`config.mk`:
```
export PLATFORM = sky130hd
export DESIGN_NAME = sound_player
export DESIGN_NICKNAME = d
export VERILOG_FILES = /design/src/rtl/sound_player.sv
export SDC_FILE = /design/constraint.sdc
export NUM_CORES = 1
export LEC_CHECK = 0
export CELL_PAD_IN_SITES_DETAIL_PLACEMENT = 0
export CELL_PAD_IN_SITES_GLOBAL_PLACEMENT = 1
export CORE_MARGIN = 4
export CORE_UTILIZATION = 36
export CTS_CLUSTER_DIAMETER = 50
export DETAILED_ROUTE_END_ITERATION = 16
export GPL_ROUTABILITY_DRIVEN = 1
export PLACE_DENSITY = 0.73
export SLEW_MARGIN = 40
export SYNTH_ARGS = -nofsm -noshare
export SYNTH_HDL_FRONTEND = slang
export SYNTH_SLANG_ARGS = --single-unit
export TNS_END_PERCENT = 10
```
`constraint.sdc`:
```
create_clock -name clk -period 2.9 [get_ports clk]
set_input_delay 0.29 -clock clk [delete_from_list [all_inputs] [get_ports clk]]
set_output_delay 0.29 -clock clk [all_outputs]
set_load 0.02 [all_outputs]
```
`src/rtl/sound_player.sv`:
```
// Sound player: fetches samples from an external memory, attenuates them and emits them as PWM.
// Latency: one memory read per sample period; new sample_o appears 2 clocks into the period, pwm follows 1 clock later.
// Backpressure: none. The player paces itself with SAMPLE_DIV; start is ignored while busy, and stop aborts at once.
//
// Ports:
//   clk, rst                  - clock, synchronous active-high reset
//   start, stop               - playback request / abort request (stop wins)
//   loop_en, len              - repeat flag and sample count, latched at an accepted start
//   vol                       - right-shift attenuation, latched at every sample capture
//   mem_rd_en, mem_addr       - sample memory read port (data returns one clock later)
//   mem_rdata                 - sample memory read data
//   sample_o, pwm             - attenuated current sample, registered PWM audio
//   busy, done                - not idle, one-clock completion pulse
module sound_player #(
    parameter int DATA_W     = 16,
    parameter int ADDR_W     = 16,
    parameter int PWM_W      = 8,
    parameter int SAMPLE_DIV = 1024
) (
    input  logic              clk,
    input  logic              rst,
    input  logic              start,
    input  logic              stop,
    input  logic              loop_en,
    input  logic [ADDR_W-1:0] len,
    input  logic [2:0]        vol,
    output logic              mem_rd_en,
    output logic [ADDR_W-1:0] mem_addr,
    input  logic [DATA_W-1:0] mem_rdata,
    output logic [DATA_W-1:0] sample_o,
    output logic              pwm,
    output logic              busy,
    output logic              done
);

    localparam int DIV_W = $clog2(SAMPLE_DIV);
    localparam logic [DIV_W-1:0] DIV_LAST = DIV_W'(SAMPLE_DIV - 1);

    localparam logic [1:0] S_IDLE  = 2'd0;
    localparam logic [1:0] S_FETCH = 2'd1;
    localparam logic [1:0] S_WAIT  = 2'd2;
    localparam logic [1:0] S_HOLD  = 2'd3;

    logic [1:0]        state_q,   state_d;
    logic [ADDR_W-1:0] addr_q,    addr_d;
    logic [ADDR_W-1:0] len_q,     len_d;
    logic              loop_q,    loop_d;
    logic [2:0]        vol_q,     vol_d;
    logic [DIV_W-1:0]  div_q,     div_d;
    logic [DATA_W-1:0] raw_q,     raw_d;
    logic [PWM_W-1:0]  pwm_cnt_q, pwm_cnt_d;
    logic              pwm_q,     pwm_d;
    logic              done_q,    done_d;

    logic              busy_w;

    assign busy_w    = (state_q != S_IDLE);
    // The raw word and its shift are stored separately; the attenuated value is formed on the way out.
    assign sample_o  = raw_q >> vol_q;
    assign mem_rd_en = (state_q == S_FETCH);
    assign mem_addr  = addr_q;
    assign busy      = busy_w;
    assign done      = done_q;
    assign pwm       = pwm_q;

    always_comb begin
        state_d   = state_q;
        addr_d    = addr_q;
        len_d     = len_q;
        loop_d    = loop_q;
        vol_d     = vol_q;
        raw_d     = raw_q;
        done_d    = 1'b0;
        pwm_cnt_d = pwm_cnt_q + PWM_W'(1);
        // The sample-period counter runs in every busy state so periods are exactly SAMPLE_DIV clocks.
        div_d     = div_q;
        if (busy_w) begin
            div_d = (div_q == DIV_LAST) ? '0 : div_q + DIV_W'(1);
        end

        case (state_q)
            S_IDLE: begin
                if (start && !stop) begin
                    if (len != '0) begin
                        len_d   = len;
                        loop_d  = loop_en;
                        addr_d  = '0;
                        div_d   = '0;
                        state_d = S_FETCH;
                    end else begin
                        done_d  = 1'b1;
                    end
                end
            end
            S_FETCH: begin
                state_d = S_WAIT;
            end
            S_WAIT: begin
                raw_d   = mem_rdata;
                vol_d   = vol;
                state_d = S_HOLD;
            end
            default: begin // S_HOLD
                if (div_q == DIV_LAST) begin
                    if (addr_q != len_q - ADDR_W'(1)) begin
                        addr_d  = addr_q + ADDR_W'(1);
                        state_d = S_FETCH;
                    end else if (loop_q) begin
                        addr_d  = '0;
                        state_d = S_FETCH;
                    end else begin
                        raw_d   = '0;
                        done_d  = 1'b1;
                        state_d = S_IDLE;
                    end
                end
            end
        endcase

        // Abort overrides everything, including a completion on the same clock.
        if (busy_w && stop) begin
            state_d = S_IDLE;
            raw_d   = '0;
            div_d   = '0;
            done_d  = 1'b0;
        end

        pwm_d = busy_w && (pwm_cnt_q < sample_o[DATA_W-1 -: PWM_W]);
    end

    always_ff @(posedge clk) begin
        if (rst) begin
            state_q   <= S_IDLE;
            addr_q    <= '0;
            len_q     <= '0;
            loop_q    <= 1'b0;
            vol_q     <= '0;
            div_q     <= '0;
            raw_q     <= '0;
            pwm_cnt_q <= '0;
            pwm_q     <= 1'b0;
            done_q    <= 1'b0;
        end else begin
            state_q   <= state_d;
            addr_q    <= addr_d;
            len_q     <= len_d;
            loop_q    <= loop_d;
            vol_q     <= vol_d;
            div_q     <= div_d;
            raw_q     <= raw_d;
            pwm_cnt_q <= pwm_cnt_d;
            pwm_q     <= pwm_d;
            done_q    <= done_d;
        end
    end

endmodule

```
==> results of run 1 <==
==> layout by cell type, fill, tap and decap left out, drive strengths merged, types with 2 or more instances in the layout <==
master / Yosys / final
o2111ai: 2 / 2
nor2: 61 / 61
dfxtp: 74 / 74
clkbuf: 16 / 12
a211o: 3 / 3
nand3: 17 / 17
or2: 4 / 4
inv: 19 / 19
nand2: 38 / 38
buf: 15 / 27
o211ai: 3 / 3
and4: 3 / 3
xnor2: 14 / 14
and3: 12 / 12
nor4: 8 / 8
mux4: 2 / 2
a211oi: 2 / 2
mux2i: 36 / 36
and2: 5 / 5
a32o: 30 / 30
clkdlybuf4s50: 0 / 75
o21ai: 11 / 11
ha: 15 / 15
o21a: 3 / 3
or4: 2 / 2
nor2b: 5 / 5
a21o: 2 / 2
a221o: 14 / 14
bufinv: 0 / 2
mux2: 4 / 4
nor3: 22 / 22
xor2: 21 / 21
nand4: 5 / 5
a21oi: 17 / 18
o22a: 2 / 2
o41ai: 3 / 3
or3: 6 / 6
a31o: 1 / 2
clkinv: 1 / 3
==> power groups by stage <==
| stage | Clock, mW | Combinational (mW) | Sequential [mW] |
|---|---|---|---|
| after floorplan | 0 | 0.848 | 1.15 |
| after global placement | 0 | 1.20 | 1.16 |
| after detailed placement | 0 | 1.23 | 1.17 |
| after CTS | 1.23 | 1.30 | 1.14 |
| after global routing | 1.27 | 1.45 | 1.16 |
| final | 1.20 | 1.32 | 1.15 |
==> layout make-up <==
class	instances	area [sq um]	share of cell area, %
Sequential cell	74	1490	24.6
Clock inverter	5	77.6	1.28
Multi-Input combinational cell	394	2940	48.7
Tap cell	168	210	3.48
Timing Repair Buffer	103	1010	16.7
Inverter	20	75.1	1.24
Clock buffer	11	243	4.02
==> worst max-delay path: cells and delay by family (launching register included) <==
| kind | cells | cell delay (ns) |
|---|---|---|
| compound gates | 6 | 1.36 |
| fa+ha+maj | 1 | 0.13 |
| buf+inv | 1 | 0.07 |
| flops | 1 | 0.32 |
| simple gates | 2 | 0.93 |
==> repair_timing <==
| item | 4_1_cts | 5_1_grt |
|---|---|---|
| cloned | 2 | 1 |
| pin swaps | 16 | 23 |
| resized for setup | 8 | 15 |
| endpoints found under the setup margin | 15 | 33 |
| setup buffers | 1 | 1 |
==> metal layers <==
layer | global-route usage, % | wire length [um] | vias up
li1 | - | - | 2091
met1 | 23.9 | 5970 | 2002
met2 | 30.2 | 6120 | 105
met3 | 4.52 | 662 | 15
met4 | 5.23 | 150 | 0
met5 | 0 | 0 | -
==> worst max-delay path by stage <==
stage | endpoint | slack [ns] | cells past startpoint | startpoint
global route | mem_addr[12]$_SDFFE_PP0P_ | -0.1 | 10 | len_q[1]$_SDFFE_PP0P_
detailed placement | mem_addr[2]$_SDFFE_PP0P_ | -0.07 | 10 | len_q[0]$_SDFFE_PP0P_
global placement | mem_addr[5]$_SDFFE_PP0P_ | -0.09 | 10 | len_q[0]$_SDFFE_PP0P_
finish | mem_addr[14]$_SDFFE_PP0P_ | -0.007 | 10 | len_q[1]$_SDFFE_PP0P_
floorplan | mem_addr[4]$_SDFFE_PP0P_ | 0.002 | 12 | len_q[0]$_SDFFE_PP0P_
CTS | mem_addr[13]$_SDFFE_PP0P_ | -0.04 | 10 | len_q[1]$_SDFFE_PP0P_
==> state kept, by name, indices dropped and copies added (netlist names) <==
register   count
vol_q          3
len_q         16
loop_q         1
raw_q         16
done           1
div_q         10
state_q        2
pwm            1
mem_addr      16
pwm_cnt_q      8
==> kinds of logic (layout without fill, tap and decap cells) <==
| kind of cell | after synthesis | after routing | share of synthesized area, % |
|---|---|---|---|
| buf+inv | 51 | 139 | 4.84 |
| mux | 42 | 42 | 10.0 |
| compound gates | 105 | 107 | 19.7 |
| flops | 74 | 74 | 32.9 |
| xor+xnor | 35 | 35 | 6.81 |
| fa+ha+maj | 15 | 15 | 4.17 |
| simple gates | 195 | 195 | 21.6 |
==> results.ini, run 1 <==
[clocking]
clk_pin_slew_ns = 0.06
cts_root_buf = clkbuf_16
clkLatencyLatePin_ns = 0.34
cts_tree = built
cts_max_level = 3
cts_hold_buf = 0
cts_buffers = 9
cts_sinks = 74
cts_buffer_depth = 2

[place]
place_inst = 754
port_buffers = 75
finalWeightedCongestion = 0.810
place_area_sq_mm = 0.00556
place_ws_ns = -0.0750
place_hpwl_mm = 9.36

[pwr]
clkPwrFrac_pct = 32.7
finalPower_mw = 3.67
power.leakage_nw = 2.43
ir_drop_mv = 0.307
intPower_mw = 2.44
switching_power_mw = 1.22
p_sw_share_pct = 33.4
power_frac_seq_pct = 31.3
power_density_mw_per_mm2 = 607
combinationalPowerShare_pct = 36.1

[grt]
grtUsageTotal_pct = 18.3
grt_antenna_before_repair = 0
grt_max_degree = 47
overflow = 0
grt_pass1_vias = 4201
grt_pass1_wl_mm = 21.3

[yosys]
synthCells = 517
synth.area.top_cells = dfxtp_1, mux2i_1, a32o_1
yosysTopAreaCell = dfxtp_1
synth.distinct_cells = 65
synthArstFlopShare_pct = 0
synthFlopType = dfxtp_1
ys_warn_count = 0
yosysTopAreaCellShare_pct = 32.9
synth_nets = 572
synth_edf_count = 0
yosysMostFrequentCell = dfxtp_1
avgSynthCellArea_sq_um = 8.71
syn_area_sq_mm = 0.00450
synthTopCellsByCount = dfxtp_1, nor2_1, nand2_1, mux2i_1, a32o_1
ys_seq_area_share_pct = 32.9
synth-seq-cells = 74

[detailed_routing]
drtIter0Drc = 253
via_per_inst = 5.44
finalWirelength_mm = 12.9
wire_per_inst_um = 16.6
postRouteAntennaNets = 0
dr.pass1.iters = 4
vias = 4213
drcViolationCount = 0

[critical_path]
ff2ff_setup_slack_ns = -0.007
crit_path_max_fanout = 8
r2r_start = len_q[1]$_SDFFE_PP0P_
cp.arrival_ns = 3.13
crit_chain = inv_2, ha_4, or4b_4, or4_4, o211ai_2, o211ai_2, a21oi_4, a21oi_4, a221o_1, a32o_1
cpPeakStageDelay_ns = 0.50
crit_slowest_cell = or4b_4
cp-end-kind = register
ff2ff_path_depth = 10
rr_endpoint = mem_addr[14]$_SDFFE_PP0P_
crit_required_ns = 3.13
crit_path_start_kind = register
worst-setup-path-type = register to register

[sta]
finalHoldViolCount = 0
worst_hold_slack_ns = 0.470
tightest_slew_ns = 0.642
max_freq_mhz = 344
setup_viol = 3
setup_ws_ns = -0.00719
relSlewSlack_pct = 56.6
rsz0062_at_grt = true
final.period_utilization_pct = 100
finClkSkew_ns = 0.00725
slew_violations = 0
fin_crit_ns = 2.91
setup_tns_ns = -0.0158

[floorplanning]
core_sq_mm = 0.0121
num_rows = 40
chipHeight_um = 120
dieWidth_um = 120
die_area_sq_mm = 0.0144
start_util_pct = 37.2
io_pins = 76

[cells_and_area]
drive_gt1_share_pct = 13.8
instances_no_fill = 775
nets = 657
fill_cells = 1178
n_antenna_cell = 0
finalInstanceArea_sq_mm = 0.00604
final_util_pct = 49.9
area_growth_pct = 34.1

[outcome]
outcome = complete, but fails checks
violations = setup timing

[flow_run]
drv_cap = 0

[worst_hold_path]
hp-class = register to register
worstHoldStart = pwm_cnt_q[0]$_SDFF_PP0_
whs_endpoint = pwm_cnt_q[0]$_SDFF_PP0_
hold_depth = 1

No activity file was read; power rests on OpenSTA's default activity.
==> inputs of run 2 (changes only) <==
GPL_TIMING_DRIVEN = 0   (was unset)
==> results.ini, run 2 (synthesis gave the netlist of run 1 again) <==
[outcome]
outcome = complete, but fails checks  ; unchanged
violations = setup timing  ; unchanged

[sta]
setup_viol = 30  ; was 3
setup_ws_ns = -0.150  ; was -0.00719 ns
relSlewSlack_pct = 55.2  ; was 56.6%
tightest_slew_ns = 0.663  ; was 0.642 ns
fin_crit_ns = 3.05  ; was 2.91 ns
final.period_utilization_pct = 105  ; was 100%
max_freq_mhz = 328  ; was 344 MHz
finalHoldViolCount = 0  ; unchanged
finClkSkew_ns = 0.00464  ; was 0.00725 ns
rsz0062_at_grt = true  ; unchanged
slew_violations = 0  ; unchanged

[floorplanning]
num_rows = 40  ; unchanged
start_util_pct = 37.2  ; unchanged
die_area_sq_mm = 0.0144  ; unchanged
io_pins = 76  ; unchanged
core_sq_mm = 0.0121  ; unchanged
dieWidth_um = 120  ; unchanged
chipHeight_um = 120  ; unchanged

[clocking]
cts_buffers = 9  ; unchanged
cts_max_level = 3  ; unchanged
cts_buffer_depth = 2  ; unchanged
cts_sinks = 74  ; unchanged
cts_root_buf = clkbuf_16  ; unchanged
clkLatencyLatePin_ns = 0.34  ; about the same
cts_tree = built  ; unchanged
clk_pin_slew_ns = 0.06  ; about the same

[worst_hold_path]
hp-class = register to register  ; unchanged
whs_endpoint = pwm_cnt_q[0]$_SDFF_PP0_  ; unchanged
hold_depth = 1  ; unchanged
worstHoldStart = pwm_cnt_q[0]$_SDFF_PP0_  ; unchanged

[pwr]
switching_power_mw = 1.21  ; was 1.22 mW
power_frac_seq_pct = 31.5  ; was 31.3%
ir_drop_mv = 0.272  ; was 0.307 mV
power.leakage_nw = 2.40  ; was 2.43 nW
clkPwrFrac_pct = 32.3  ; was 32.7%
p_sw_share_pct = 33.3  ; was 33.4%
combinationalPowerShare_pct = 36.3  ; was 36.1%
power_density_mw_per_mm2 = 604  ; was 607 mW/mm^2
intPower_mw = 2.42  ; was 2.44 mW

[cells_and_area]
mostFrequentLayoutCells = clkdlybuf4s50_1, dfxtp_1, nor2_1  ; unchanged
fill_cells = 1223  ; was 1178
final_common_cell = clkdlybuf4s50_1  ; unchanged
area_growth_pct = 33.2  ; was 34.1%
n_antenna_cell = 0  ; unchanged
drive_gt1_share_pct = 11.8  ; was 13.8%
nets = 669  ; was 657
finalInstanceArea_sq_mm = 0.00600  ; was 0.00604 sq mm
final_util_pct = 49.5  ; was 49.9%

[detailed_routing]
drtIter0Drc = 293  ; was 253
drcViolationCount = 0  ; unchanged
route.top_layer_used = met4  ; unchanged
met2_length_mm = 6.17  ; was 6.12 mm
vias = 4290  ; was 4213
finalWirelength_mm = 12.9  ; about the same
via_per_inst = 5.46  ; was 5.44
wire_per_inst_um = 16.5  ; was 16.6 um
dr.pass1.iters = 5  ; was 4
route.met3.wl_um = 666  ; was 662 um
postRouteAntennaNets = 0  ; unchanged
wl_met1_mm = 5.92  ; was 5.97 mm

[grt]
overflow = 0  ; unchanged
grt_max_degree = 13  ; was 47
grt_pass1_wl_mm = 21.1  ; was 21.3 mm
grt_pass1_vias = 4261  ; was 4201
grtUsageTotal_pct = 18.2  ; was 18.3%
grt_antenna_before_repair = 0  ; unchanged

[critical_path]
cp.arrival_ns = 3.28  ; was 3.13 ns
crit_required_ns = 3.13  ; about the same
crit_path_max_fanout = 5  ; was 8
rr_endpoint = mem_addr[8]$_SDFFE_PP0P_  ; was mem_addr[14]$_SDFFE_PP0P_
worst-setup-path-type = register to register  ; unchanged
cp-end-kind = register  ; unchanged
ff2ff_path_depth = 11  ; was 10
ff2ff_setup_slack_ns = -0.15  ; was -0.007 ns
crit_path_start_kind = register  ; unchanged
r2r_start = len_q[1]$_SDFFE_PP0P_  ; unchanged

[place]
place_area_sq_mm = 0.00549  ; was 0.00556 sq mm
finalWeightedCongestion = 0.811  ; was 0.810
port_buffers = 75  ; unchanged
place_hpwl_mm = 9.76  ; was 9.36 mm

[flow_run]
drv_cap = 0  ; unchanged

run 2: repair_timing:
item	4_1_cts	5_1_grt
hold buffers	0	0
resized for setup	24	9
setup endpoints to repair	53	37
pin swaps	13	16
setup buffers	8	2
gates cloned	2	0
endpoints found under the hold margin	0	0
run 2: layer usage:
| layer | track usage (%) | vias up |
|---|---|---|
| met4 | 5.23 | 0 |
| met3 | 4.71 | 13 |
| met2 | 30.8 | 135 |
| met1 | 22.8 | 2039 |
| met5 | 0 | - |
| li1 | - | 2103 |
run 2: critical path: stages (launching register included):
cell and delay (ns):
dfxtp_4 0.35, inv_4 0.05, ha_4 0.13, or4b_4 0.51
or4_4 0.50, o211ai_2 0.17, o211ai_2 0.16, a21oi_2 0.23
a21oi_4 0.13, buf_12 0.15, a221o_1 0.32, a32o_1 0.25
run 2: area by class of cell:
class	count	area [sq um]	share of cell area, %
Buffer	30	151	2.52
Clock inverter	6	82.6	1.38
Timing Repair Buffer	87	877	14.6
Sequential cell	74	1490	24.8
Inverter	20	80.1	1.34
Tap cell	168	210	3.50
Multi-Input combinational cell	392	2880	48.1
Clock buffer	9	225	3.75
run 2: power by group through the flow:
stage | registers, mW | logic, mW | clock network, mW
after floorplan | 1.15 | 0.848 | 0
after global routing | 1.15 | 1.44 | 1.24
after detailed placement | 1.16 | 1.18 | 0
final | 1.14 | 1.31 | 1.17
after CTS | 1.14 | 1.29 | 1.20
after global placement | 1.16 | 1.16 | 0
run 2: per-stage QoR:
stage	setup TNS [ns]	instances	worst slack, ns	total power, mW	hold slack (ns)
2_1_floorplan	0	517	0.00199	2.00	0.416
3_3_place_gp	-12.10	760	-0.624	2.32	0.440
3_5_place_dp	-14.20	760	-0.619	2.34	0.458
4_1_cts	-1.88	785	-0.158	3.63	0.472
5_1_grt	-5.22	786	-0.228	3.83	0.509
6_report	-2.38	786	-0.150	3.62	0.466
run 2: worst max-delay path by stage:
| stage | to | cells past startpoint | slack [ns] | startpoint |
|---|---|---|---|---|
| finish | mem_addr[8]$_SDFFE_PP0P_ | 11 | -0.15 | len_q[1]$_SDFFE_PP0P_ |
| global placement | len_q[13]$_SDFFE_PP0P_ | 8 | -0.62 | len[0] |
| global route | mem_addr[8]$_SDFFE_PP0P_ | 11 | -0.23 | len_q[1]$_SDFFE_PP0P_ |
| detailed placement | len_q[13]$_SDFFE_PP0P_ | 8 | -0.62 | len[0] |
| floorplan | mem_addr[4]$_SDFFE_PP0P_ | 12 | 0.002 | len_q[0]$_SDFFE_PP0P_ |
| CTS | mem_addr[8]$_SDFFE_PP0P_ | 12 | -0.16 | len_q[0]$_SDFFE_PP0P_ |
==> RTL change 1: new RTL, config.mk and constraints of run 2 <==
The parameter `DATA_W` goes from 16 to 24.
--- a/src/rtl/sound_player.sv
+++ b/src/rtl/sound_player.sv
@@ -12,7 +12,7 @@
 //   sample_o, pwm             - attenuated current sample, registered PWM audio
 //   busy, done                - not idle, one-clock completion pulse
 module sound_player #(
-    parameter int DATA_W     = 16,
+    parameter int DATA_W     = 24,
     parameter int ADDR_W     = 16,
     parameter int PWM_W      = 8,
     parameter int SAMPLE_DIV = 1024
Interface: changed (resized mem_rdata and sample_o); port bits go from 76 to 92. The function was not compared with the original's and may differ.
==> RTL change 1 against run 2 <==
Sequential power is 12% higher; wire length is 13% higher; final area is 15% higher; largest power group unchanged; sequential cell count is 8 higher; non-clock buffer count is 24 higher; synthesized cell count is 11% higher; count of clock-buffer cells in the layout is 2 higher; area after synthesis is 10% higher; sequential share of layout area is 0.57 points lower; power is 11% higher; setup slack better by 190 ps; critical endpoint is now mem_addr[14]$_SDFFE_PP0P_.
==> RTL change 1: results (changes against run 2) <==
cell area reported after detailed placement=6080 um2 (+11%); share of the yosys chip area belonging to registers=0.331 (+0.00241); Setup WS pre-CTS=-707 ps (-88.6 ps); Post-Route Hold Slack=479 ps (+13.7 ps); half-perimeter wire length after placement=10.7 mm (+9.5%); worst r2r path cells=9 (-2); Seq area share=0.242 (-0.00574); post-CTS setup buffer count=12 (+4); switching power summed over all nets=1.35 mW (+12%); global placer's final weighted congestion=0.843 (+4.0%); cell family contributing the most delay on the critical path=simple AND/OR/NAND/NOR gates; status=completed; clock buffer count in the final layout=11 (+2); Commonest cells post-synth=82 x sky130_fd_sc_hd__dfxtp_1, 61 x sky130_fd_sc_hd__nor2_1, 55 x sky130_fd_sc_hd__nand2_1; power share of the sequential group=0.318 (+0.003); hold depth=2 (+1); sink count of the clock tree=82 (+11%); worst-case clock skew=4.81 ps (+0.169 ps); wire length of the first global-routing pass=22.9 mm (+8.3%); top fanout value on the critical path=6 (+1); part of the total power dissipated in the clock network=0.309 (-0.014); number of combinational gates with multiple inputs=429 (+9.4%); critical hold path startpoint=div_q[6]$_SDFF_PP0_; number of DRC markers after the initial detailed-route iteration=211 (-28%); crit path from=mem_addr[1]$_SDFFE_PP0P_; number of global-route vias before repair=4529 (+6.3%); area overhead of the layout relative to synthesis=38.8%; FF-to-FF Start=mem_addr[1]$_SDFFE_PP0P_; maximum number of pins on one net before global-route repair=14 (+1); Clock Network Area Fraction=0.0466 (-0.00471); # resized after CTS=41 (+71%); peak supply drop=0.000309 V (+14%); non-clock buffer total of the final layout=141 (+21%); Least-Margin Pin Slew=638 ps (-25.3 ps); Port Buffers=90 (+20%); delay of the slowest critical-path stage=410 ps (-100 ps); Worst Setup EP=mem_addr[14]$_SDFFE_PP0P_; number of placed instances, taps included=839 (+10%); synthesized netlist net count=636 (+11%); leakage power=2.67 nW (+11%); number of vias per cell after detailed routing=5.31 (-2.7%); slowest stage cell on the critical path=sky130_fd_sc_hd__dfxtp_4; cell types occupying the most area after synthesis=sky130_fd_sc_hd__dfxtp_1 33%, sky130_fd_sc_hd__mux2i_1 8.3%, sky130_fd_sc_hd__nor2_1 4.6%
RTL change 1: cell count changes in the layout (fill, tap and decap cells not counted), sizes merged, moves of 9 or more:
cell                  run 2  this run
a32o                     30         0
a22o                      0        24
nand2                    38        56
or3                       6        24
clkdlybuf4s50            75        90
a221o                    14         0
o221ai                    0        14
inv                      19        30
nor3                     22        13
xor2                     21        12
RTL change 1: cell families (layout without fill, tap and decap cells):
kind of cell | after synthesis | count (layout) | share of synthesized area
fa+ha+maj | 15 | 15 | 0.0379
buf+inv | 62 | 188 | 0.0543
mux | 55 | 55 | 0.122
flops | 82 | 82 | 0.331
simple gates | 220 | 220 | 0.222
compound gates | 105 | 105 | 0.171
xor+xnor | 34 | 34 | 0.0616
RTL change 1: routing by layer:
layer | vias to the layer above | track usage | share of wire
li1 | 2311 | - | -
met1 | 2204 | 0.230 | 0.45
met2 | 115 | 0.292 | 0.48
met3 | 17 | 0.0384 | 0.049
met4 | 0 | 0.0670 | 0.020
met5 | - | 0 | 0
==> RTL change 2: new RTL, config.mk and constraints of run 2 <==
Made on the original files. Add an input register stage for `start`, `stop`, `loop_en`, `len`, `vol` and `mem_rdata`, with the module's reset; this delays them by one clock.
--- a/src/rtl/sound_player.sv
+++ b/src/rtl/sound_player.sv
@@ -41,6 +41,31 @@
     localparam logic [1:0] S_WAIT  = 2'd2;
     localparam logic [1:0] S_HOLD  = 2'd3;
 
+    logic start_q;
+    logic stop_q;
+    logic loop_en_q;
+    logic [ADDR_W-1:0] len_r;
+    logic [2:0] vol_r;
+    logic [DATA_W-1:0] mem_rdata_q;
+
+    always_ff @(posedge clk) begin
+        if (rst) begin
+            start_q     <= '0;
+            stop_q      <= '0;
+            loop_en_q   <= '0;
+            len_r       <= '0;
+            vol_r       <= '0;
+            mem_rdata_q <= '0;
+        end else begin
+            start_q     <= start;
+            stop_q      <= stop;
+            loop_en_q   <= loop_en;
+            len_r       <= len;
+            vol_r       <= vol;
+            mem_rdata_q <= mem_rdata;
+        end
+    end
+
     logic [1:0]        state_q,   state_d;
     logic [ADDR_W-1:0] addr_q,    addr_d;
     logic [ADDR_W-1:0] len_q,     len_d;
@@ -80,10 +105,10 @@
 
         case (state_q)
             S_IDLE: begin
-                if (start && !stop) begin
-                    if (len != '0) begin
-                        len_d   = len;
-                        loop_d  = loop_en;
+                if (start_q && !stop_q) begin
+                    if (len_r != '0) begin
+                        len_d   = len_r;
+                        loop_d  = loop_en_q;
                         addr_d  = '0;
                         div_d   = '0;
                         state_d = S_FETCH;
@@ -96,8 +121,8 @@
                 state_d = S_WAIT;
             end
             S_WAIT: begin
-                raw_d   = mem_rdata;
-                vol_d   = vol;
+                raw_d   = mem_rdata_q;
+                vol_d   = vol_r;
                 state_d = S_HOLD;
             end
             default: begin // S_HOLD
@@ -118,7 +143,7 @@
         endcase
 
         // Abort overrides everything, including a completion on the same clock.
-        if (busy_w && stop) begin
+        if (busy_w && stop_q) begin
             state_d = S_IDLE;
             raw_d   = '0;
             div_d   = '0;
Formal check against the unedited RTL: not equivalent (Yosys sat finds a counterexample within 4 cycles, from zero or initial values and one cycle with rst high).
==> RTL change 2 against run 2 <==
The run still ends with negative setup slack left; clock skew up 3.4 ps; die area up 21%; power up 9.1%; cell count up 13%; area after synthesis up 22%; synthesized cell count up 16%; sequential cell count up 38; global-route usage down 2.0 points; sequential share of layout area up 6.2 points; wire length up 9.7%; final area up 21%; setup slack better by 28 ps; critical path depth up 2; non-clock buffer count up 14; largest cell class unchanged.
==> RTL change 2: results (changes against run 2) <==
maximum number of pins on one net before global-route repair=18 (+5); share of layout cells above drive strength 1=0.140 (+0.0221); Clock Network Area Fraction=0.0408 (-0.0105); final wirelength=14.2 mm (+9.7%); number of combinational gates with multiple inputs=425 (+8.4%); clock network power consumption=1.26 mW (+8%); Setup-failing EPs final=32 (+6.7%); iteration count of the initial detailed-routing pass=4 (-1); post-layout worst setup margin=-123 ps (+27.5 ps); cell area reported after detailed placement=6570 um2 (+20%); Cells after Synth=598 (+16%); final core area utilization=0.493 (-0.00271); top fanout value on the critical path=8 (+3); net count of the finished layout=757 (+13%); violations in the final reports=negative setup slack; endpoint arrival time on the critical path=3270 ps (about the same); number of placement rows=44 (+10%); Rel. slew slack=0.539 (-0.0132); Clock Latency Late Sink=360 ps (+20 ps); Commonest cells post-synth=112 x sky130_fd_sc_hd__dfxtp_1, 51 x sky130_fd_sc_hd__nor2_1, 43 x sky130_fd_sc_hd__nor2b_1; non-clock buffer total of the final layout=131 (+12%); total power divided by cell area=544 nW/um2 (-10%); synthesized netlist net count=653 (+14%); number of library cell types mapped by synthesis=63 (-3.1%); # fillers=1362 (+11%); number of global-route vias before repair=4596 (+7.9%); status=complete, but fails checks; Total Negative Setup Slacks=-1760 ps (+624 ps); share of the yosys chip area belonging to registers=0.408 (+0.0787); Seq area share=0.310 (+0.0615); global placer's final weighted congestion=0.855 (+5.4%); Setup WS pre-CTS=-512 ps (+107 ps); combinational share of power=0.260 (-0.103); switching portion of total power=0.294 (-0.0381); WL/cell=15.9 um (-3.1%); clock buffer count in the final layout=11 (+2); cell types occupying the most area after synthesis=sky130_fd_sc_hd__dfxtp_1 41%, sky130_fd_sc_hd__mux2i_1 6.6%, sky130_fd_sc_hd__nor2b_1 4.9%; global routing usage summed across all routing layers=0.161 (-0.0202); number of placed instances, taps included=857 (+13%)
[RTL change 2: worst max-delay path: stages, from the launching register on]
cell	delay, ps
sky130_fd_sc_hd__dfxtp_2	320
sky130_fd_sc_hd__buf_8	120
sky130_fd_sc_hd__inv_4	50
sky130_fd_sc_hd__ha_4	140
sky130_fd_sc_hd__or4b_4	530
sky130_fd_sc_hd__o31a_1	270
sky130_fd_sc_hd__o211ai_1	270
sky130_fd_sc_hd__o311ai_4	170
sky130_fd_sc_hd__nand3_2	160
sky130_fd_sc_hd__o41ai_4	90
sky130_fd_sc_hd__buf_6	160
sky130_fd_sc_hd__and2_4	180
sky130_fd_sc_hd__clkbuf_16	150
sky130_fd_sc_hd__a211o_1	270
[RTL change 2: path summary, 6_finish.rpt]
kind                          from                       end  slack, ps  depth (start not counted)
min reg2reg   loop_en_q$_SDFF_PP0_       loop_q$_SDFFE_PP0P_        440                          2
max reg2reg  len_q[0]$_SDFFE_PP0P_  mem_addr[3]$_SDFFE_PP0P_       -120                         13
min           loop_en_q$_SDFF_PP0_       loop_q$_SDFFE_PP0P_        440                          2
max          len_q[0]$_SDFFE_PP0P_  mem_addr[3]$_SDFFE_PP0P_       -120                         13
[RTL change 2: timing repair]
item                       in CTS  in global routing
gates cloned                    1                  3
pin swaps                      13                 20
setup buffers                  10                  9
resized for setup              29                 30
setup endpoints to repair      43                 50
[RTL change 2: metal layers]
metal / part of all wire / global-route usage
met5: 0 / 0
met1: 0.47 / 0.210
met4: 0.023 / 0.0729
met2: 0.46 / 0.259
met3: 0.043 / 0.0329
[RTL change 2: kinds of logic after synthesis]
group	share of synthesized area
fa+ha+maj	0.0341
flops	0.408
xor+xnor	0.0510
compound gates	0.145
buf+inv	0.0503
mux	0.0840
simple gates	0.228
